<file path="src/rtl/rr_arbiter.sv">
// Four-requester round-robin arbiter with a bounded grant length.
// Grants last until the owner releases, the request drops, enable falls, or HOLD_MAX is reached.
module rr_arbiter #(
   parameter int HOLD_MAX = 8
) (
   input  logic       clk,
   input  logic       rst,
   input  logic       enable,
   input  logic [3:0] req,
   input  logic       done,
   output logic [3:0] grant,
   output logic [1:0] grant_id,
   output logic       valid,
   output logic       timeout
);

   localparam logic [3:0] HOLD_LAST = 4'(HOLD_MAX - 1);

   typedef enum logic {IDLE, GRANT} state_t;

   state_t     state, state_nx;
   logic [1:0] ptr, ptr_nx;
   logic [3:0] hold_cnt, hold_cnt_nx;
   logic [3:0] grant_nx;
   logic [1:0] grant_id_nx;
   logic       valid_nx;
   logic       timeout_nx;

   logic       found;
   logic [1:0] pick_id;
   logic [1:0] idx;
   logic       release_req;

   always_ff @(posedge clk or posedge rst) begin
      if (rst) begin
         state    <= IDLE;
         ptr      <= 2'd0;
         hold_cnt <= 4'd0;
         grant    <= 4'd0;
         grant_id <= 2'd0;
         valid    <= 1'b0;
         timeout  <= 1'b0;
      end else begin
         state    <= state_nx;
         ptr      <= ptr_nx;
         hold_cnt <= hold_cnt_nx;
         grant    <= grant_nx;
         grant_id <= grant_id_nx;
         valid    <= valid_nx;
         timeout  <= timeout_nx;
      end
   end

   // First set request at or above ptr, wrapping modulo 4.
   always_comb begin
      found   = 1'b0;
      pick_id = ptr;
      idx     = ptr;
      for (int i = 0; i < 4; i++) begin
         idx = ptr + 2'(i);
         if (!found && req[idx]) begin
            found   = 1'b1;
            pick_id = idx;
         end
      end
   end

   assign release_req = done || !req[grant_id] || !enable;

   always_comb begin
      state_nx    = state;
      ptr_nx      = ptr;
      hold_cnt_nx = hold_cnt;
      grant_nx    = grant;
      grant_id_nx = grant_id;
      valid_nx    = valid;
      timeout_nx  = 1'b0;
      case (state)
         IDLE: begin
            grant_nx = 4'd0;
            valid_nx = 1'b0;
            if (enable && found) begin
               state_nx    = GRANT;
               grant_nx    = 4'b0001 << pick_id;
               grant_id_nx = pick_id;
               valid_nx    = 1'b1;
               hold_cnt_nx = 4'd0;
            end
         end
         GRANT: begin
            // An owner-side release wins over the hold limit, so timeout stays low then.
            if (release_req || hold_cnt == HOLD_LAST) begin
               state_nx   = IDLE;
               grant_nx   = 4'd0;
               valid_nx   = 1'b0;
               ptr_nx     = grant_id + 2'd1;
               timeout_nx = !release_req;
            end else begin
               hold_cnt_nx = hold_cnt + 4'd1;
            end
         end
         default: state_nx = IDLE;
      endcase
   end

endmodule

</file>
<file path="config.mk">
export PLATFORM = sky130hd
export DESIGN_NAME = rr_arbiter
export DESIGN_NICKNAME = d
export VERILOG_FILES = /design/src/rtl/rr_arbiter.sv
export SDC_FILE = /design/constraint.sdc
export NUM_CORES = 1
export LEC_CHECK = 0
export BUFFER_PORTS_ARGS = -buffer_cell sky130_fd_sc_hd__clkbuf_2
export CAP_MARGIN = 10
export CORE_MARGIN = 2
export CORE_UTILIZATION = 42
export DETAILED_ROUTE_END_ITERATION = 8
export SLEW_MARGIN = 25
export SYNTH_ARGS = -nofsm -noshare
export SYNTH_HDL_FRONTEND = slang
export SYNTH_SLANG_ARGS = --single-unit
</file>
<file path="constraint.sdc">
create_clock -name clk -period 2.45 [get_ports clk]
set_input_delay 0.49 -clock clk [delete_from_list [all_inputs] [get_ports clk]]
set_output_delay 0.49 -clock clk [all_outputs]
set_load 0.01 [all_outputs]
</file>
==> impl_metrics.py <==
metrics = {
    "placed_design": {
        "dp_hpwl_um": 1087,
        "pre_cts_ws_ns": 0.4813,
        "port_buffers": 15,
        "placedCellCount": 113,
        "placed_cell_area_sq_um": 894.6,
        "routabilityCongestion": 0.8121,
    },
    "worst_setup_path": {
        "critical_path.cell_chain": "mux2i_1 > a211o_1 > o31ai_2 > mux2_2",
        "crit_path_max_incr_delay_ns": 0.48,
        "critPathCaptureType": "register",
        "cp.required_ns": 2.63,
        "cp_max_fo": 7,
        "crit_arrival_ns": 2.04,
        "critical_path_class": "reg -> reg",
        "cp_slowest_cell": "dfrtp_1",
        "start_kind": "register",
    },
    "timing": {
        "period_share": 0.7573,
        "fmax_ghz": 0.5390,
        "relSlewSlack": 0.6154,
        "setup_viol": 0,
        "rsz0062_at_grt": "false",
        "drv_slew": 0,
        "worst_pin_slew_ns": 0.5763,
        "skew_ns": 0.008588,
        "tns_ns": 0,
        "fin_ws_ns": 0.5946,
        "period_minus_slack_ns": 1.855,
        "hold_viol_final": 0,
    },
    "clock_tree": {
        "numCtsBuffers": 3,
        "cts_setup_buffers": 0,
        "clock-sinks": 15,
        "clk_latency_ns": 0.29,
        "cts_hold_buffers": 0,
        "clockBufferDepth": 2,
        "cts_tree": "done",
        "cts.clk_slew.worst_paths_ns": 0.10,
        "cts-root-buf": "clkbuf_4",
        "htree_num_levels": 1,
        "postCtsResizedCells": 0,
    },
    "floorplan": {
        "die_area_sq_mm": 0.002259,
        "start_util": 0.4559,
        "die-height_um": 47.53,
        "core_area_sq_mm": 0.001745,
        "ios": 16,
        "rows": 15,
        "chipWidth_um": 47.53,
    },
    "layout": {
        "design_area_sq_um": 924.6,
        "regArea_sq_um": 375.4,
        "layout-drive-gt1-share": 0.2609,
        "n_antenna_cell": 0,
        "fillers": 167,
        "areaGrowthSynthToFinish_pct": 16.20,
        "nNetsFinal": 102,
        "mostFrequentLayoutCells": "15 x dfrtp_1, 15 x clkbuf_2, 9 x nand2_1, 6 x mux2i_1, 5 x inv_1",
        "multi_input_area_sq_um": 394.1,
        "fin_cells": 117,
    },
    "grt": {
        "grt_first_pass_wirelength_um": 2408,
        "grt_pass1_vias": 505,
        "antenna_found_initial": 0,
        "grt_max_degree": 16,
        "grt-ovfl-total": 0,
        "track_usage": 0.1588,
    },
    "synthesis": {
        "ys_seq_area_frac": 0.4717,
        "netlist_area_sq_um": 795.8,
        "synth_cell_types": 34,
        "synth_nets": 84,
        "syn_avg_cell_area_sq_um": 10.61,
        "synth_edf_count": 0,
        "async_reset_ff_frac": 1.000,
        "yosys_warnings": 0,
        "ys_ff_latch": 15,
        "netlist_instances": 75,
        "ys.flop_type": "dfrtp_1",
    },
    "pwr": {
        "power_per_cell_area_mw_per_mm2": 811.3,
        "ir_worst_vdd_uv": 427.1,
        "p_leak_uw": 0.0004442,
    },
    "drt": {
        "drc": 0,
        "dr.first_iter.drc_count": 6,
        "avgRoutedWirePerCell_um": 12.56,
        "vias": 606,
        "detail-route-antenna-nets": 0,
        "drt-vias-per-instance": 5.179,
        "routed_wl_um": 1470,
        "drt_pass1_iterations": 4,
    },
    "run_status": {
        "outcome": "finished, final reports clean",
    },
    "min_path": {
        "hp-class": "in -> async",
    },
    "flow_run": {
        "drv_cap": 0,
    },
}
## flip-flops by register name (all words and copies together), names as in the netlist
signal    count
grant         4
grant_id      2
hold_cnt      4
ptr           2
state         1
timeout       1
valid         1
## power by group
part | internal, uW | switching [uW] | total, uW
registers | 299 | 65.8 | 365
clock network | 62.2 | 87.3 | 149
logic | 110 | 126 | 236
## synth_stat cells, types with 2 or more instances
cell      n  area share
o22a_1    2       0.022
dfrtp_1  15        0.47
nor2b_1   4       0.031
a21oi_1   2       0.013
inv_1     5       0.024
o21ai_0   3       0.019
nor4_1    3       0.024
nand2_1   9       0.042
a22o_1    2       0.022
mux2i_1   6       0.075
## critical path: cells and delay by family, from the launching register on
family          cells  cell delay, ns
compound gates      2            0.74
mux                 2            0.53
flops               1            0.48
## worst paths after layout
check / from / endpoint / slack, ns / cells after the start
worst max-delay path: grant_id[0]$_DFFE_PP0P_ / ptr[1]$_DFFE_PP0P_ / 0.59 / 4
min in group clk: hold_cnt[3]$_DFFE_PP0P_ / hold_cnt[3]$_DFFE_PP0P_ / 0.48 / 1
max in group asynchronous: rst / ptr[1]$_DFFE_PP0P_ / 1.85 / 2
worst min register to register: hold_cnt[3]$_DFFE_PP0P_ / hold_cnt[3]$_DFFE_PP0P_ / 0.48 / 1
worst min-delay path: rst / valid$_DFFE_PP0P_ / 0.21 / 2
worst max register to register: grant_id[0]$_DFFE_PP0P_ / ptr[1]$_DFFE_PP0P_ / 0.59 / 4
## area by class of cell
cell class | instances | area share
Clock inverter | 1 | 0.008119
Clock buffer | 3 | 0.02436
Sequential cell | 15 | 0.4060
Inverter | 5 | 0.02030
Tap cell | 25 | 0.03383
Timing Repair Buffer | 15 | 0.08119
Multi-Input combinational cell | 53 | 0.4263
## layer usage
metal	track usage	up-vias	part of all wire
met3	0.05660	4	0.051
li1	-	307	-
met1	0.2459	281	0.52
met5	0	-	0
met4	0.06667	0	0.015
met2	0.1946	14	0.41
## through the flow
stage	power [uW]	utilization	hold slack (ns)
floorplan	529.0	-	0.3915
global placement	603.0	0.5125	0.4589
detailed placement	606.9	0.5125	0.4662
CTS	756.8	0.5297	0.2372
global route	805.6	0.5297	0.2570
finish	750.2	0.5297	0.2144
## cells by family after synthesis
| kind of cell | synth area share |
|---|---|
| simple gates | 0.1934 |
| compound gates | 0.1856 |
| flops | 0.4717 |
| buf+inv | 0.03301 |
| mux | 0.08962 |
| xor+xnor | 0.01101 |
| fa+ha+maj | 0.01572 |
No activity file was read; power rests on OpenSTA's default activity.
